### src/rtl/mem_req_demux2_if.sv
// Core-side request/response bus plus the two target ports of mem_req_demux2.
interface mem_req_demux2_if;
   localparam int unsigned AW = 32;
   localparam int unsigned DW = 32;
   localparam int unsigned MW = 4;

   // core request / response
   logic          req_valid;
   logic          req_ready;
   logic [AW-1:0] req_addr;
   logic          req_we;
   logic [DW-1:0] req_wdata;
   logic [MW-1:0] req_wmask;
   logic          rsp_valid;
   logic [DW-1:0] rsp_rdata;
   logic          rsp_err;

   // target request side (fields shared by both targets)
   logic          t0_valid;
   logic          t1_valid;
   logic          t0_ready;
   logic          t1_ready;
   logic [AW-1:0] t_addr;
   logic          t_we;
   logic [DW-1:0] t_wdata;
   logic [MW-1:0] t_wmask;

   // target response side
   logic          t0_rsp_valid;
   logic          t1_rsp_valid;
   logic [DW-1:0] t0_rsp_rdata;
   logic [DW-1:0] t1_rsp_rdata;

   // environment view: drives the core request and the target responses
   modport master (
      output req_valid, req_addr, req_we, req_wdata, req_wmask,
      output t0_ready, t1_ready, t0_rsp_valid, t1_rsp_valid, t0_rsp_rdata, t1_rsp_rdata,
      input  req_ready, rsp_valid, rsp_rdata, rsp_err,
      input  t0_valid, t1_valid, t_addr, t_we, t_wdata, t_wmask
   );

   // demux view
   modport slave (
      input  req_valid, req_addr, req_we, req_wdata, req_wmask,
      input  t0_ready, t1_ready, t0_rsp_valid, t1_rsp_valid, t0_rsp_rdata, t1_rsp_rdata,
      output req_ready, rsp_valid, rsp_rdata, rsp_err,
      output t0_valid, t1_valid, t_addr, t_we, t_wdata, t_wmask
   );
endinterface

### src/rtl/mem_req_demux2.sv
// Address-based 1-to-2 demux of the data-memory request stream (t0 = RAM,
// t1 = MMIO). One transaction in flight, registered target fields, response
// timeout and misaligned-address error.
module mem_req_demux2 #(
   parameter logic [31:0] MMIO_BASE      = 32'h8000_0000,
   parameter int unsigned TIMEOUT_CYCLES = 16
) (
   input  logic           clk,
   input  logic           reset,
   mem_req_demux2_if.slave bus
);
   localparam int unsigned   TW         = $clog2(TIMEOUT_CYCLES);
   localparam logic [TW-1:0] TIMER_LAST = TW'(TIMEOUT_CYCLES - 1);

   typedef enum logic [1:0] {
      IDLE = 2'd0,
      REQ  = 2'd1,
      RESP = 2'd2
   } state_t;

   state_t        state;
   logic          sel;
   logic [TW-1:0] timer;

   logic          sel_ready;
   logic          sel_rsp_valid;
   logic [31:0]   sel_rsp_rdata;
   logic          timer_done;
   logic          req_mmio;
   logic          req_misaligned;

   // Selected-target view and request decode.
   always_comb begin
      sel_ready      = sel ? bus.t1_ready     : bus.t0_ready;
      sel_rsp_valid  = sel ? bus.t1_rsp_valid : bus.t0_rsp_valid;
      sel_rsp_rdata  = sel ? bus.t1_rsp_rdata : bus.t0_rsp_rdata;
      timer_done     = (timer == TIMER_LAST);
      req_mmio       = (bus.req_addr >= MMIO_BASE);
      req_misaligned = (bus.req_addr[1:0] != 2'b00);
   end

   // Transaction FSM with registered outputs. In REQ only a target response
   // counts as completion, so a timeout beats a same-cycle t_ready there.
   always_ff @(posedge clk or posedge reset) begin
      if (reset) begin
         state         <= IDLE;
         sel           <= 1'b0;
         timer         <= '0;
         bus.req_ready <= 1'b1;
         bus.rsp_valid <= 1'b0;
         bus.rsp_err   <= 1'b0;
         bus.rsp_rdata <= '0;
         bus.t0_valid  <= 1'b0;
         bus.t1_valid  <= 1'b0;
         bus.t_addr    <= '0;
         bus.t_we      <= 1'b0;
         bus.t_wdata   <= '0;
         bus.t_wmask   <= '0;
      end else begin
         bus.rsp_valid <= 1'b0;
         case (state)
            IDLE: begin
               if (bus.req_valid) begin
                  bus.t_addr  <= bus.req_addr;
                  bus.t_we    <= bus.req_we;
                  bus.t_wdata <= bus.req_wdata;
                  bus.t_wmask <= bus.req_wmask;
                  sel         <= req_mmio;
                  if (req_misaligned) begin
                     bus.rsp_valid <= 1'b1;
                     bus.rsp_err   <= 1'b1;
                     bus.rsp_rdata <= '0;
                  end else begin
                     state         <= REQ;
                     timer         <= '0;
                     bus.req_ready <= 1'b0;
                     bus.t0_valid  <= !req_mmio;
                     bus.t1_valid  <= req_mmio;
                  end
               end
            end
            REQ: begin
               timer <= timer + TW'(1);
               if (timer_done) begin
                  state         <= IDLE;
                  bus.req_ready <= 1'b1;
                  bus.t0_valid  <= 1'b0;
                  bus.t1_valid  <= 1'b0;
                  bus.rsp_valid <= 1'b1;
                  bus.rsp_err   <= 1'b1;
                  bus.rsp_rdata <= '0;
               end else if (sel_ready) begin
                  state        <= RESP;
                  bus.t0_valid <= 1'b0;
                  bus.t1_valid <= 1'b0;
               end
            end
            RESP: begin
               timer <= timer + TW'(1);
               if (sel_rsp_valid) begin
                  state         <= IDLE;
                  bus.req_ready <= 1'b1;
                  bus.rsp_valid <= 1'b1;
                  bus.rsp_err   <= 1'b0;
                  bus.rsp_rdata <= bus.t_we ? 32'd0 : sel_rsp_rdata;
               end else if (timer_done) begin
                  state         <= IDLE;
                  bus.req_ready <= 1'b1;
                  bus.rsp_valid <= 1'b1;
                  bus.rsp_err   <= 1'b1;
                  bus.rsp_rdata <= '0;
               end
            end
            default: begin
               state         <= IDLE;
               bus.req_ready <= 1'b1;
               bus.t0_valid  <= 1'b0;
               bus.t1_valid  <= 1'b0;
            end
         endcase
      end
   end
endmodule
### src/flat_wrapper.sv
// flat-port wrapper written by rule: the top's interface ports become plain ports
module mem_req_demux2_flat 
#(
   parameter logic [31:0] MMIO_BASE      = 32'h8000_0000,
   parameter int unsigned TIMEOUT_CYCLES = 16
)
  (clk, reset, bus_req_valid, bus_req_addr, bus_req_we, bus_req_wdata, bus_req_wmask, bus_t0_ready, bus_t1_ready, bus_t0_rsp_valid, bus_t1_rsp_valid, bus_t0_rsp_rdata, bus_t1_rsp_rdata, bus_req_ready, bus_rsp_valid, bus_rsp_rdata, bus_rsp_err, bus_t0_valid, bus_t1_valid, bus_t_addr, bus_t_we, bus_t_wdata, bus_t_wmask);
  mem_req_demux2_if bus_i ();
  input  logic clk;
  input  logic reset;
  input wire logic [$bits(bus_i.req_valid)-1:0] bus_req_valid;
  input wire logic [$bits(bus_i.req_addr)-1:0] bus_req_addr;
  input wire logic [$bits(bus_i.req_we)-1:0] bus_req_we;
  input wire logic [$bits(bus_i.req_wdata)-1:0] bus_req_wdata;
  input wire logic [$bits(bus_i.req_wmask)-1:0] bus_req_wmask;
  input wire logic [$bits(bus_i.t0_ready)-1:0] bus_t0_ready;
  input wire logic [$bits(bus_i.t1_ready)-1:0] bus_t1_ready;
  input wire logic [$bits(bus_i.t0_rsp_valid)-1:0] bus_t0_rsp_valid;
  input wire logic [$bits(bus_i.t1_rsp_valid)-1:0] bus_t1_rsp_valid;
  input wire logic [$bits(bus_i.t0_rsp_rdata)-1:0] bus_t0_rsp_rdata;
  input wire logic [$bits(bus_i.t1_rsp_rdata)-1:0] bus_t1_rsp_rdata;
  output wire logic [$bits(bus_i.req_ready)-1:0] bus_req_ready;
  output wire logic [$bits(bus_i.rsp_valid)-1:0] bus_rsp_valid;
  output wire logic [$bits(bus_i.rsp_rdata)-1:0] bus_rsp_rdata;
  output wire logic [$bits(bus_i.rsp_err)-1:0] bus_rsp_err;
  output wire logic [$bits(bus_i.t0_valid)-1:0] bus_t0_valid;
  output wire logic [$bits(bus_i.t1_valid)-1:0] bus_t1_valid;
  output wire logic [$bits(bus_i.t_addr)-1:0] bus_t_addr;
  output wire logic [$bits(bus_i.t_we)-1:0] bus_t_we;
  output wire logic [$bits(bus_i.t_wdata)-1:0] bus_t_wdata;
  output wire logic [$bits(bus_i.t_wmask)-1:0] bus_t_wmask;
  assign bus_i.req_valid = bus_req_valid;
  assign bus_i.req_addr = bus_req_addr;
  assign bus_i.req_we = bus_req_we;
  assign bus_i.req_wdata = bus_req_wdata;
  assign bus_i.req_wmask = bus_req_wmask;
  assign bus_i.t0_ready = bus_t0_ready;
  assign bus_i.t1_ready = bus_t1_ready;
  assign bus_i.t0_rsp_valid = bus_t0_rsp_valid;
  assign bus_i.t1_rsp_valid = bus_t1_rsp_valid;
  assign bus_i.t0_rsp_rdata = bus_t0_rsp_rdata;
  assign bus_i.t1_rsp_rdata = bus_t1_rsp_rdata;
  assign bus_req_ready = bus_i.req_ready;
  assign bus_rsp_valid = bus_i.rsp_valid;
  assign bus_rsp_rdata = bus_i.rsp_rdata;
  assign bus_rsp_err = bus_i.rsp_err;
  assign bus_t0_valid = bus_i.t0_valid;
  assign bus_t1_valid = bus_i.t1_valid;
  assign bus_t_addr = bus_i.t_addr;
  assign bus_t_we = bus_i.t_we;
  assign bus_t_wdata = bus_i.t_wdata;
  assign bus_t_wmask = bus_i.t_wmask;
  mem_req_demux2 #(.MMIO_BASE(MMIO_BASE), .TIMEOUT_CYCLES(TIMEOUT_CYCLES)) u_core (.clk(clk), .reset(reset), .bus(bus_i));
endmodule
### config.mk
export PLATFORM = sky130hd
export DESIGN_NAME = mem_req_demux2_flat
export DESIGN_NICKNAME = d
export VERILOG_FILES = /design/src/rtl/mem_req_demux2_if.sv /design/src/rtl/mem_req_demux2.sv /design/src/flat_wrapper.sv
export SDC_FILE = /design/constraint.sdc
export NUM_CORES = 1
export LEC_CHECK = 0
export BUFFER_PORTS_ARGS = -buffer_cell sky130_fd_sc_hd__clkbuf_2
export CORE_UTILIZATION = 46
export DETAILED_ROUTE_END_ITERATION = 10
export PLACE_DENSITY = 0.8
export SLEW_MARGIN = 20
export SYNTH_ARGS = -nofsm -noshare
export SYNTH_HDL_FRONTEND = slang
export SYNTH_SLANG_ARGS = --single-unit
### constraint.sdc
create_clock -name clk -period 4.5 [get_ports clk]
set_clock_uncertainty 0.1 [all_clocks]
set_input_delay 0.225 -clock clk [delete_from_list [all_inputs] [get_ports clk]]
set_output_delay 0.225 -clock clk [all_outputs]
set_load 0.05 [all_outputs]
Word level (Yosys, flattened, before mapping)
Index checks and enable logic that the tools add are counted.

word-level totals
  bits in registers = 113
  bits in latches = 0
  memory bits (writable) = 0
  ROM bits = 0
  bits of input ports = 140
  output and inout port bits = 106
  logic and storage cells = 78
  memories = 0

cells by class
  $add $sub $neg = 1
  multipliers = 0
  divide/modulo/power cells = 0
  order comparisons = 1
  equality and inequality tests = 8
  shift-type cells = 0
  multiplexer cells = 42
  bitwise operators = 1
  reductions and logical operators = 12

operators with widths
  kind                                                       number
  two-way mux 32 bit                                         6
  case mux 32 bit (3 select lines)                           1
  greater-or-equal comparator 32 bit, second input constant  1
  two-way mux 1 bit                                          20
  case mux 1 bit (3 select lines)                            5
  two-way mux 2 bit                                          6
  two-way mux 4 bit                                          2
  case mux 4 bit (2 select lines)                            1
  AND reduction 4 bit                                        2
  != test 3 x 1 -> 1 bit, second input constant              2
  case mux 2 bit (3 select lines)                            1
  AND reduction 3 bit                                        2
  adder 4 x 1 -> 4 bit, second input constant                1
  equality test 4 bit, second input constant                 1
  != test 2 bit, second input constant                       2
  AND reduction 2 bit                                        2
  nonzero test 2 bit                                         2
  nonzero test 3 bit                                         1
  equality test 2 x 1 -> 1 bit, second input constant        1
  equality test 2 bit, second input constant                 1
  logical NOT 2 bit                                          1
  != test 2 x 1 -> 1 bit, second input constant              1
  OR reduction 2 bit                                         1
  logical NOT 1 bit                                          1
  inverter 1 bit                                             1

Longest topological paths before layout
  depth after elaboration = 5
  gate-level depth with buffers = 7
  gate-level depth less buffers = 6

Least setup slack after synthesis
No wires, ideal clock.

  kind = reg2reg
  start = register u_core.state[1]
  end = register u_core.bus.t_addr[0]
  setup time = 0.128 ns
  arrival time = 1.570 ns
  required time = 4.272 ns
  setup slack = 2.703 ns
  cell stages (with the launch flop) = 7
  path buffers = 2
  clock period less this slack = 1.797 ns
  cell sequence = dfrtp_1 > inv_1 > ha_1 > and2_1 > clkbuf_1 > buf_2 > mux2_1

on the way
  longest elaborated chain between the ends = 2

RTL lines
  element                        RTL line                 source
  start, declared                mem_req_demux2.sv:21     state_t state;
  start signal, assigned         mem_req_demux2.sv:46     state <= IDLE;
  start signal, assigned         mem_req_demux2.sv:74     state <= REQ;
  start signal, assigned         mem_req_demux2.sv:85     state <= IDLE;
  logical NOT 2 bit              mem_req_demux2.sv:61     case (state)
  AND reduction 2 bit (no line)  --
  end signal, assigned           mem_req_demux2.sv:64     bus.t_addr <= bus.req_addr;
  end, declared                  mem_req_demux2_if.sv:47  output t0_valid, t1_valid, t_addr, t_we, t_wdata, t_wmask

Every way passes these cells.
A chain may end at the register's enable or synchronous reset.

Worst setup path after layout
  start = register u_core.state[1]
  end = register u_core.bus.rsp_rdata[0]

on the way
  longest elaborated chain between the ends = 3
  elaborated cells between the ends (all ways) = 8
  classes of those cells = eq/ne: 4; mux: 1; reduce/logical: 3

RTL lines
  element                                               RTL line                 source
  equality test 2 x 1 -> 1 bit (tied with other cells)  mem_req_demux2.sv:61
  nonzero test 3 bit (no line) (tied with other cells)  --
  AND reduction 3 bit (no line)                         --
  end signal, assigned                                  mem_req_demux2.sv:105    bus.rsp_rdata <= bus.t_we ? 32'd0 : sel_rsp_rdata;
  end, declared                                         mem_req_demux2_if.sv:46  output req_ready, rsp_valid, rsp_rdata, rsp_err,

Several ways; a longest one is shown, not always the timed one.

==> results.py <==
metrics = {
    "detailed_routing": {
        "drtPass1Iterations": 4,
        "drt-total-wl_um": 15600,
        "drtIter0Drc": 193,
        "avgViaCountPerCell": 5.05,
        "ant_nets": 0,
        "vias": 4375,
        "routedWlPerCell_um": 18.0,
        "drcViolationCount": 0,
    },
    "timing": {
        "relSlewSlack": 0.293,
        "fmax_mhz": 379,
        "period_share": 0.587,
        "fin_crit_ns": 2.64,
        "rsz0062_at_grt": "no",
        "totalNegativeSetupSlack_ns": 0,
        "setup-violations-final": 0,
        "tightest_slew_ns": 1.06,
        "whs_ns": 0.113,
        "final-hold-violation-count": 0,
        "final_max_slew_viol_count": 0,
    },
    "placed_design": {
        "placed_cell_area_sq_mm": 0.00631,
        "port_buffers": 245,
        "gp_congestion": 0.902,
        "hpwl_um": 8800,
    },
    "grt": {
        "grt_pass1_wl_um": 24200,
        "grt_pass1_vias": 4684,
        "gr-total-overflow": 0,
        "antenna_found_initial": 0,
        "grtUsageTotal": 0.283,
        "grt_max_degree": 90,
    },
    "clock_network": {
        "cts_made_buffers": 17,
        "ctsHoldBuffers": 134,
        "path_clk_slew_ns": 0.05,
        "cts_tree": "done",
        "cts_setup_buffers": 0,
        "clkLatencyLatePin_ns": 0.49,
        "clockBufferDepth": 2,
        "post_cts_resized": 0,
        "cts_sinks": 113,
        "cts_max_level": 4,
        "clock-root-buffer": "clkbuf_8",
    },
    "worst_hold_path": {
        "whs_endpoint": "u_core.state[0]$_DFFE_PP0P_",
        "holdPathStages": 4,
        "hold_class": "in -> reg",
        "worstHoldStart": "bus_req_valid",
    },
    "synthesis": {
        "yosysSeqAreaShare": 0.567,
        "synth_nets": 480,
        "async_flop_share": 1.00,
        "avgSynthCellArea_sq_um": 14.9,
        "syn_inst": 335,
        "synthTopCellsByArea": "dfrtp_1 56%, mux2_1 16%, o2bb2ai_2 9.0%",
        "synth_top_area_cell": "dfrtp_1",
        "synth_seq_cells": 113,
        "yosysWarningCount": 0,
        "yosysMostFrequentCell": "dfrtp_1",
        "yosys.area.top_type_share": 0.561,
        "synth_commonest_cells": "112 x dfrtp_1, 69 x mux2_1, 34 x mux2i_1, 30 x o2bb2ai_2, 15 x nand2_1",
        "synth.distinct_cells": 38,
        "ys.flop_type": "dfrtp_1",
        "synth_edf_count": 0,
        "synthesis.area_sq_mm": 0.00499,
    },
    "job": {
        "max_cap_violations": 0,
    },
    "critical_path": {
        "cp-end-kind": "register",
        "r2r_start": "u_core.state[1]$_DFFE_PP0P_",
        "worstPathArrival_ns": 2.93,
        "path_max_fanout": 32,
        "reg2regPathDepth": 5,
        "r2r-end": "u_core.bus.rsp_rdata[0]$_DFFE_PP0P_",
        "worstSetupPathType": "reg -> reg",
        "rrSetupSlack_ns": 1.86,
        "required_ns": 4.79,
        "start_kind": "register",
    },
    "finish": {
        "final_nets": 863,
        "antenna_cells": 0,
        "area_growth_pct": 64.8,
        "drive_gt1_frac": 0.439,
        "nFillCells": 599,
        "finalInstanceArea_sq_mm": 0.00823,
    },
    "outcome": {
        "status": "finished, final reports clean",
    },
    "floorplan": {
        "core_sq_mm": 0.0104,
        "ios": 246,
        "die_x_um": 106,
        "dieHeight_um": 106,
        "start_util": 0.479,
        "dieArea_sq_mm": 0.0113,
        "row_count": 37,
    },
    "pwr": {
        "total_leakage_power_nw": 4.04,
        "powerDensity_mw_per_mm2": 718,
        "p_total_mw": 5.91,
        "peakVddDrop_mv": 0.726,
    },
}
per-stage QoR:
stage               setup slack [ns]  std cells   util
CTS                             1.89        867  0.790
global placement                1.99        700  0.603
detailed placement              1.92        701  0.606
finish                          1.86        867  0.790
global route                    1.66        867  0.790
floorplan                       1.19        335      -
area by class of cell:
| type | count | area [sq um] | area share |
|---|---|---|---|
| timing repair buffer | 383 | 2620 | 0.318 |
| inverter | 6 | 27.5 | 0.00334 |
| multi-input combinational | 197 | 2010 | 0.244 |
| sequential | 113 | 2830 | 0.344 |
| clock inverter | 12 | 140 | 0.0170 |
| clock buffer | 20 | 435 | 0.0529 |
| tap | 136 | 170 | 0.0207 |
critical path, cell delays in order, from the launching register on:
cell       delay, ns
dfrtp_1         0.39
inv_1           0.09
ha_1            0.27
a21oi_2         0.33
nand3_2         0.86
o2bb2ai_2       0.46
power breakdown:
part	leakage (nW)	internal (mW)	total, mW	switching [mW]
Combinational	2.35	0.882	2.97	2.09
Sequential	1.41	1.40	1.64	0.239
Clock	0.284	0.850	1.31	0.457
Total	4.04	3.13	5.91	2.78
cells in the final DEF, fill, tap and decap left out, types with 2 or more instances in the layout:
cell type	n
buf_4	3
nor2_1	4
inv_1	4
clkbuf_1	2
mux2i_1	34
clkbuf_2	245
nor3b_2	2
bufinv_16	3
ha_1	5
dfrtp_1	111
clkinv_2	7
a21oi_2	2
clkbuf_8	2
o2bb2ai_2	30
clkinvlp_4	2
dlygate4sd3_1	134
clkbuf_16	16
o21ai_1	5
o21ai_0	2
mux2_1	69
o2bb2ai_1	2
nand2_1	15
a21oi_1	2
nand3_1	5
o21a_1	2
state kept, by name, summed over array words and instances, names as in the netlist:
| register | cells |
|---|---|
| u_core.timer | 4 |
| u_core.bus.t_addr | 32 |
| u_core.bus.rsp_valid | 1 |
| u_core.bus.t_wdata | 32 |
| u_core.bus.t1_valid | 1 |
| u_core.bus.rsp_rdata | 32 |
| u_core.sel | 1 |
| u_core.state | 2 |
| u_core.bus.t_we | 1 |
| u_core.bus.rsp_err | 1 |
| u_core.bus.req_ready | 1 |
| u_core.bus.t_wmask | 4 |
| u_core.bus.t0_valid | 1 |
how the worst max path moves through the flow:
stage,slack (ns),cells past startpoint,to,start
floorplan,1.19,1,u_core.bus.rsp_err$_DFFE_PP0P_,reset
global placement,1.99,5,u_core.bus.rsp_rdata[30]$_DFFE_PP0P_,u_core.state[0]$_DFFE_PP0P_
detailed placement,1.92,5,u_core.bus.rsp_rdata[2]$_DFFE_PP0P_,u_core.state[0]$_DFFE_PP0P_
CTS,1.89,5,u_core.bus.rsp_rdata[27]$_DFFE_PP0P_,u_core.state[0]$_DFFE_PP0P_
global route,1.66,5,u_core.bus.rsp_rdata[30]$_DFFE_PP0P_,u_core.state[1]$_DFFE_PP0P_
finish,1.86,5,u_core.bus.rsp_rdata[0]$_DFFE_PP0P_,u_core.state[1]$_DFFE_PP0P_
cells by family after synthesis:
family,count (synthesis),synth area share
AND/OR/NAND/NOR,34,0.0356
buffers and inverters,25,0.0313
adder cells (fa/ha/maj),5,0.0125
multiplexers,104,0.228
AO/OA/AOI/OAI,54,0.126
flip-flops,113,0.567
routing by layer:
layer / vias to the layer above / routed length, um / global-route usage
met3: 35 / 1160 / 0.0797
met5: - / 0 / 0
li1: 1992 / - / -
met2: 217 / 7830 / 0.489
met4: 0 / 350 / 0.114
met1: 2131 / 6230 / 0.332
Power figures use the tool's default switching activity.
